**src/rtl/sample3_sweep_ctrl.sv**
```systemverilog
// Stimulus sequencer and response capture for the sample3 function block.
// On start, every input vector 0..2**N_IN-1 is driven onto a/b/c/d and held
// for HOLD_CYCLES clocks. f_in is captured at the end of each hold into
// table_out. The captured table is then compared against expected_tt.
module sample3_sweep_ctrl #(
  parameter int N_IN        = 4,
  parameter int HOLD_CYCLES = 10
) (
  input  logic                   clk,
  input  logic                   rst,
  input  logic                   start,
  input  logic                   abort,
  input  logic                   f_in,
  input  logic [(1<<N_IN)-1:0]   expected_tt,
  output logic                   a,
  output logic                   b,
  output logic                   c,
  output logic                   d,
  output logic                   busy,
  output logic                   done,
  output logic [(1<<N_IN)-1:0]   table_out,
  output logic                   mismatch
);

  localparam int NVEC = 1 << N_IN;
  localparam int HW   = (HOLD_CYCLES > 1) ? $clog2(HOLD_CYCLES) : 1;

  typedef enum logic [1:0] {
    IDLE,
    DRIVE,
    FINISH
  } state_t;

  state_t            state;
  state_t            state_next;
  logic [N_IN-1:0]   idx;
  logic [HW-1:0]     hold_cnt;
  logic              launch;
  logic              hold_end;
  logic              last_vec;
  logic [NVEC-1:0]   table_sampled;

  // Abort beats start in IDLE and beats the final sample of a hold in DRIVE.
  assign launch   = (state == IDLE) && start && !abort;
  assign hold_end = (state == DRIVE) && !abort && (hold_cnt == HW'(HOLD_CYCLES - 1));
  assign last_vec = (idx == N_IN'(NVEC - 1));

  // The vector index is itself a register, so the stimulus pins are glitch-free.
  assign {a, b, c, d} = idx;

  // Table with the current response merged in at the current index.
  always_comb begin
    table_sampled      = table_out;
    table_sampled[idx] = f_in;
  end

  // State register.
  always_ff @(posedge clk or posedge rst) begin
    if (rst) begin
      state <= IDLE;
    end else begin
      state <= state_next;
    end
  end

  // Next-state and status decode.
  always_comb begin
    state_next = state;
    busy       = 1'b0;
    done       = 1'b0;
    case (state)
      IDLE: begin
        if (launch) begin
          state_next = DRIVE;
        end
      end
      DRIVE: begin
        busy = 1'b1;
        if (abort) begin
          state_next = IDLE;
        end else if (hold_end && last_vec) begin
          state_next = FINISH;
        end
      end
      FINISH: begin
        done       = 1'b1;
        state_next = IDLE;
      end
      default: begin
        state_next = IDLE;
      end
    endcase
  end

  // Vector stepping, hold counting, response capture and the final compare.
  // mismatch is formed from the just-completed table when entering FINISH so
  // it is already valid in the done cycle, and refreshed once more in FINISH.
  always_ff @(posedge clk or posedge rst) begin
    if (rst) begin
      idx       <= '0;
      hold_cnt  <= '0;
      table_out <= '0;
      mismatch  <= 1'b0;
    end else if (launch) begin
      idx       <= '0;
      hold_cnt  <= '0;
      table_out <= '0;
      mismatch  <= 1'b0;
    end else if (state == DRIVE) begin
      if (abort) begin
        hold_cnt <= '0;
      end else if (hold_end) begin
        table_out <= table_sampled;
        hold_cnt  <= '0;
        if (last_vec) begin
          mismatch <= (table_sampled != expected_tt);
        end else begin
          idx <= idx + 1'b1;
        end
      end else begin
        hold_cnt <= hold_cnt + 1'b1;
      end
    end else if (state == FINISH) begin
      mismatch <= (table_out != expected_tt);
    end
  end

endmodule
```
**config.mk**
```make
export PLATFORM = sky130hd
export DESIGN_NAME = sample3_sweep_ctrl
export DESIGN_NICKNAME = d
export VERILOG_FILES = /design/src/rtl/sample3_sweep_ctrl.sv
export SDC_FILE = /design/constraint.sdc
export NUM_CORES = 1
export LEC_CHECK = 0
export BUFFER_PORTS_ARGS = -buffer_cell sky130_fd_sc_hd__buf_2
export CAP_MARGIN = 20
export CORE_ASPECT_RATIO = 1.4
export CORE_MARGIN = 1.5
export CORE_UTILIZATION = 55
export DETAILED_ROUTE_END_ITERATION = 8
export MAX_ROUTING_LAYER = met4
export PLACE_DENSITY = 0.81
export SYNTH_ARGS = -nofsm -noshare
export SYNTH_HDL_FRONTEND = slang
export SYNTH_SLANG_ARGS = --single-unit
```
**constraint.sdc**
```tcl
create_clock -name clk -period 2.4 [get_ports clk]
set_input_delay 0.48 -clock clk [delete_from_list [all_inputs] [get_ports clk]]
set_output_delay 0.48 -clock clk [all_outputs]
set_load 0.03 [all_outputs]
```
==> results of run 1 <==
path summary, 6_finish.rpt:
kind	startpoint	to	slack, ns	cells past startpoint
max in group asynchronous	rst	idx[0]	1.89	3
min in group clk	abort	state[1]	0.47	2
min reg2reg	table_out[2]	table_out[2]	0.54	2
max	idx[3]	mismatch	0.17	7
min	rst	idx[2]	0.24	3
max reg2reg	idx[3]	mismatch	0.17	7
state kept, by name, summed over array words and instances (netlist names):
| register | cells |
|---|---|
| hold_cnt | 4 |
| idx | 4 |
| mismatch | 1 |
| state | 2 |
| table_out | 16 |
timing repair:
action,in CTS,in global routing
setup endpoints to repair,0,1
hold endpoints to repair,0,0
gates resized for setup,0,2
setup buffers,0,0
kinds of logic after synthesis:
kind of cell             Yosys count  share of synthesized area
AND/OR/NAND/NOR                  110                     0.2825
adder cells (fa/ha/maj)            8                    0.04728
flip-flops                        27                     0.3191
XOR/XNOR                           9                    0.03724
multiplexers                       8                    0.03783
buffers and inverters             31                    0.06974
AO/OA/AOI/OAI                     71                     0.2063
cell usage in the layout, fill, tap and decap left out, drive strengths merged, types with 4 or more instances in the layout:
cell	instances
nand4	4
nand2b	4
nand3b	7
a21oi	23
xnor2	6
nor2b	4
dfrtp	27
and3	4
nor2	16
nand2	41
nor3	6
o21ai	24
inv	14
ha	8
buf	58
o22ai	4
a32oi	4
nand3	11
mux2i	8
worst register-to-register path, cell delays in order, from the launching register on:
cell       delay [ns]
dfrtp_1          0.56
nor4b_4          0.48
nand2_2          0.12
a221oi_2         0.26
nand4_1          0.14
a2111oi_2        0.23
nand4_1          0.12
a22o_1           0.20
synthesized netlist by cell type, types with 2 or more instances:
library cell   n  area share
a21oi_1       23       0.054
a22o_1         2      0.0083
a2bb2oi_1      2      0.0083
a31oi_1        3      0.0089
a32oi_1        4       0.017
and3_1         4       0.012
buf_2          4      0.0095
buf_6          3       0.016
clkbuf_1       9       0.016
dfrtp_1       27        0.32
ha_1           8       0.047
inv_1         13       0.023
mux2i_1        8       0.038
nand2_1       39       0.069
nand2_2        2      0.0059
nand2b_1       3      0.0089
nand3_1       10       0.024
nand3b_1       7       0.025
nand4_1        4       0.012
nor2_1        16       0.028
nor2b_1        3      0.0089
nor3_1         5       0.012
nor4_1         2      0.0059
o21ai_0       24       0.057
o22ai_1        4       0.012
o31ai_1        2      0.0071
xnor2_1        6       0.025
xor2_1         3       0.012
final cells by class:
class | instances | share of cell area
clock buffer | 3 | 0.01676
clock inverter | 1 | 0.003047
inverter | 14 | 0.02133
multi-input combinational | 206 | 0.5297
sequential | 27 | 0.2748
tap | 42 | 0.02133
timing repair buffer | 58 | 0.1331
power breakdown:
group | total [W] | switching [W] | leakage [nW] | internal [W]
clock network | 0.000276 | 0.000158 | 0.0217 | 0.000118
registers | 0.000475 | 0.0000130 | 0.373 | 0.000462
logic | 0.000134 | 0.0000820 | 0.823 | 0.0000522
per-layer routing:
| layer | global-route usage | up-vias |
|---|---|---|
| met2 | 0.4857 | 91 |
| met5 | - | - |
| met3 | 0.02716 | 24 |
| met1 | 0.3710 | 1054 |
| li1 | - | 1034 |
| met4 | 0.1488 | 0 |
per-stage QoR:
| stage | utilization | cells | total power (W) | hold slack, ns | area, um2 |
|---|---|---|---|---|---|
| floorplan | - | 264 | 0.0005662 | 0.5188 | 2117 |
| global placement | 0.6552 | 347 | 0.0006158 | 0.5099 | 2409 |
| detailed placement | 0.6552 | 347 | 0.0006170 | 0.5137 | 2409 |
| CTS | 0.6685 | 351 | 0.0008862 | 0.2488 | 2457 |
| global route | 0.6702 | 351 | 0.0009211 | 0.2766 | 2464 |
| finish | 0.6702 | 351 | 0.0008856 | 0.2368 | 2464 |
==> out/results.txt, run 1 <==
Status - finished, final reports clean
Max VDD drop - 271.3 uV
Root Buffer - clkbuf_8
Die width - 55.44 um
Fillers - 317
Syn_nets - 293
Max layer used - met4
Cell family with most CP delay - simple AND/OR/NAND/NOR gates
Met2 WL post-DR - 2.967 mm
Num CTS Buffers - 3
Max-slew headroom - 0.3723
Setup Total Neg Slack - 0 ns
Ys Warns - 0
CP arrival - 2.41 ns
Final net count - 339
PwrDens - 359.5 nW/um2
WL met3 - 336 um
Post-synth EDFFs - 0
N_diodes - 0
Seq/Total Area, Yosys - 0.3191
Worst path required time - 2.58 ns
# hold bufs at CTS - 0
Io pins - 44
Critical path's largest stage delay - 0.56 ns
Slew Viols, Final - 0
Crit path launch type - register
RSZ-0062 raised after global routing - false
Crit path kind - reg -> reg
Post-DR wirelength/cell - 16.98 um
Leak pwr - 1.218 nW
Count of cell types in the netlist - 52
Routed vias - 2203
Skew-Pair Late Insertion Delay - 0.28 ns
CP bufs+invs - 0
Initial Utilization - 0.5759
Gr ovfl total - 0
Drt drc - 0
Clock slew at reported path FFs - 0.10 ns
First-pass GRT wire length - 9.942 mm
Clock Skew - 0.005250 ns
Synthesized instance count - 264
ANT nets after route - 0
Core ar. - 3676 um2
Post-synth ARST share - 1.000
GRT Overall Usage - 0.2997
M1 wire length - 2.411 mm
Max cap viols - 0
Die area - 4236 um2
H-tree level count - 1
Area of the multi-input gates - 1305 um2
#FFs+latches synth - 27
Sink Count - 27
Number of global-route vias before repair - 2077
PnR worst setup slack - 0.1749 ns
Top_reg_cell synth - dfrtp_1
Share of cells above drive strength 1 - 0.2492
Fmax - 449.4 MHz
Synthesized area - 2117 um2
Synthesized area per cell - 8.019 um2
CP dominant cell by count - nand4_1
PortBufs - 43
Register area - 676.9 um2
Crit-path max FO - 11
Minimum clock period - 2.225 ns
Worst setup EP type - register
DRT Pass-1 Iters - 4
Clock tree from TritonCTS - done
Row count - 26
Bufs on Longest Clock Path - 2
Placed wire-length estimate - 4.509 mm
Worst-Margin Slew - 0.9381 ns
Final setup violation count - 0
Slowest-stage cell, CP - dfrtp_1
CP Cell Sequence - nor4b_4 -> nand2_2 -> a221oi_2 -> nand4_1 -> a2111oi_2 -> nand4_1 -> a22o_1
1st-iter DRT viols - 116
Via density - 6.276
Area growth from synthesis to layout - 16.37%
Min-delay worst type - in -> async
Final Hold Fails - 0
Largest net degree at the start of global routing - 28
Routed WL - 5.960 mm
Initial antenna violation count - 0
Pre-CTS WS - 0.1427 ns
Die height - 76.41 um
Fin crit share - 0.9271
Final Wtd Congestion - 1.046
No activity file was read; power rests on OpenSTA's default activity.
==> run 2, diff against run 1 <==
--- a/config.mk
+++ b/config.mk
@@ -8,7 +8,7 @@
 export BUFFER_PORTS_ARGS = -buffer_cell sky130_fd_sc_hd__buf_2
 export CAP_MARGIN = 20
 export CORE_ASPECT_RATIO = 1.4
-export CORE_MARGIN = 1.5
+export CORE_MARGIN = 2
 export CORE_UTILIZATION = 55
 export DETAILED_ROUTE_END_ITERATION = 8
 export MAX_ROUTING_LAYER = met4
==> run 2 against run 1 <==
Against the previous run: sequential power hardly changed; critical path depth increased by 2; via count increased by 1.1%; hold slack better by 0.014 ns; clock power decreased by 4%; largest power group unchanged; first-iteration DRC count grew 57%; setup slack got worse by 0.092 ns; critical path type unchanged; largest cell class unchanged.
==> out/results.txt, run 2 (synthesis gave the netlist of run 1 again) <==
Status - finished, final reports clean (unchanged)
Crit path kind - reg -> reg (unchanged)
Worst-Margin Slew - 0.6666 ns (was 0.9381 ns)
ANT nets after route - 0 (unchanged)
Crit path launch type - register (unchanged)
# hold bufs at CTS - 0 (unchanged)
Placed insts - 346 (was 347)
Initial antenna violation count - 0 (unchanged)
Sink Count - 27 (unchanged)
Fin cells - 350 (was 351)
Row count - 26 (unchanged)
PortBufs - 43 (unchanged)
Via density - 6.363 (was 6.276)
PnR worst setup slack - 0.08312 ns (was 0.1749 ns)
Final net count - 338 (was 339)
Gr ovfl total - 0 (unchanged)
Root Buffer - clkbuf_8 (unchanged)
Clock tree from TritonCTS - done (unchanged)
Critical path's largest stage delay - 0.47 ns (was 0.56 ns)
Bufs on Longest Clock Path - 2 (unchanged)
Die width - 56.44 um (was 55.44 um)
CP arrival - 2.49 ns (was 2.41 ns)
H-tree level count - 1 (unchanged)
1st-iter DRT viols - 182 (was 116)
Clock Skew - 0.002223 ns (was 0.005250 ns)
Leak pwr - 1.208 nW (was 1.218 nW)
Top reg by flops - table_out (unchanged)
GRT Overall Usage - 0.2958 (was 0.2997)
Final setup violation count - 0 (unchanged)
Num CTS Buffers - 3 (unchanged)
Initial Utilization - 0.5759 (unchanged)
Die area - 4369 um2 (was 4236 um2)
Io pins - 44 (unchanged)
Routed WL - 6.134 mm (was 5.960 mm)
Top Registers - table_out (16), hold_cnt (4), idx (4) (unchanged)
Slowest-stage cell, CP - dfrtp_2 (was dfrtp_1)
Fillers - 332 (was 317)
Crit-path max FO - 7 (was 11)
Skew-Pair Late Insertion Delay - 0.28 ns (about the same)
Max cap viols - 0 (unchanged)
Fmax - 431.6 MHz (was 449.4 MHz)
Clock slew at reported path FFs - 0.09 ns (was 0.10 ns)
Post-route design area - 2464 um2 (unchanged)
Slew Viols, Final - 0 (unchanged)
Pre-CTS WS - 0.09986 ns (was 0.1427 ns)
Commonest non-fill, non-tap cell in the layout - buf_2 (unchanged)
N_diodes - 0 (unchanged)
Max-slew headroom - 0.5551 (was 0.3723)
Fin crit share - 0.9654 (was 0.9271)
Die height - 77.41 um (was 76.41 um)
Area growth from synthesis to layout - 16.37% (unchanged)
Post-DR wirelength/cell - 17.53 um (was 16.98 um)
Utilization after layout - 0.6702 (unchanged)
Cell family with most CP delay - compound AO/OA/AOI/OAI gates (was simple AND/OR/NAND/NOR gates)
Routed vias - 2227 (was 2203)
Final Wtd Congestion - 1.066 (was 1.046)
Largest net degree at the start of global routing - 28 (unchanged)
Placed wire-length estimate - 4.504 mm (was 4.509 mm)
Minimum clock period - 2.317 ns (was 2.225 ns)
Total power - 0.0008776 W (was 0.0008856 W)
CP Cell Sequence - inv_1 -> ha_1 -> and3_1 -> nand3_1 -> mux2i_1 -> a22o_1 -> a2111oi_2 -> nand4_1 -> a22o_1 (was nor4b_4 -> nand2_2 -> a221oi_2 -> nand4_1 -> a2111oi_2 -> nand4_1 -> a22o_1)
Share of cells above drive strength 1 - 0.2630 (was 0.2492)
Max reg flops - 16 (unchanged)
CP bufs+invs - 1 (was 0)
Final Hold Fails - 0 (unchanged)
Number of global-route vias before repair - 2075 (was 2077)
Min-delay worst type - in -> async (unchanged)
Worst setup EP type - register (unchanged)
PwrDens - 356.2 nW/um2 (was 359.5 nW/um2)
Post-Place Cell Area - 2401 um2 (was 2409 um2)
Core ar. - 3676 um2 (unchanged)
Most frequent cells in the layout - 43 x buf_2, 39 x nand2_1, 24 x o21ai_0, 24 x dfrtp_1, 23 x a21oi_1 (was 43 x buf_2, 39 x nand2_1, 26 x dfrtp_1)
CP dominant cell by count - a22o_1 (was nand4_1)
Drt drc - 0 (unchanged)
First-pass GRT wire length - 10.06 mm (was 9.942 mm)
DRT Pass-1 Iters - 5 (was 4)
Max VDD drop - 309.2 uV (was 271.3 uV)
Worst path required time - 2.57 ns (was 2.58 ns)
## run 2: where the power goes
part | internal [W] | switching (W)
combinational | 0.0000532 | 0.0000850
sequential | 0.000462 | 0.0000127
clock | 0.000117 | 0.000148
total | 0.000632 | 0.000246
## run 2: layout make-up
| type | count | area (um2) | area share |
|---|---|---|---|
| Tap cell | 42 | 52.55 | 0.02133 |
| Inverter | 14 | 52.55 | 0.02133 |
| Timing Repair Buffer | 57 | 320.3 | 0.1300 |
| Clock buffer | 3 | 41.29 | 0.01676 |
| Clock inverter | 1 | 5.005 | 0.002031 |
| Multi-Input combinational cell | 206 | 1313 | 0.5328 |
| Sequential cell | 27 | 679.4 | 0.2758 |
## run 2: per-stage QoR
step,setup TNS [ns],hold slack (ns)
after global placement,0,0.5165
after global routing,-0.07597,0.2895
after floorplan,0,0.5188
after detailed placement,0,0.5359
final,0,0.2504
after CTS,0,0.2577
## run 2: routing by layer
| metal | up-vias | part of all wire | GRT usage |
|---|---|---|---|
| met1 | 1029 | 0.38 | 0.3738 |
| met2 | 147 | 0.50 | 0.4721 |
| met3 | 26 | 0.086 | 0.03333 |
| li1 | 1025 | - | - |
| met5 | - | 0 | - |
| met4 | 0 | 0.039 | 0.1357 |
## run 2: path summary, 6_finish.rpt
path	cells after the start	endpoint	start	slack [ns]
worst max register to register	9	mismatch	idx[0]	0.08
worst min-delay path	3	table_out[9]	rst	0.25
min in group clk	2	state[1]	abort	0.47
worst min register to register	2	table_out[9]	table_out[9]	0.56
max in group asynchronous	3	idx[0]	rst	1.87
worst max-delay path	9	mismatch	idx[0]	0.08
## run 2: worst register-to-register path: stages (launching register included)
cell       delay (ns)
dfrtp_2          0.47
inv_1            0.13
ha_1             0.24
and3_1           0.19
nand3_1          0.15
mux2i_1          0.16
a22o_1           0.21
a2111oi_2        0.28
nand4_1          0.16
a22o_1           0.23
## run 2: repair_timing
action | CTS | global route
setup endpoints to repair | 0 | 3
buffers inserted | 0 | 0
gates resized for setup | 0 | 7
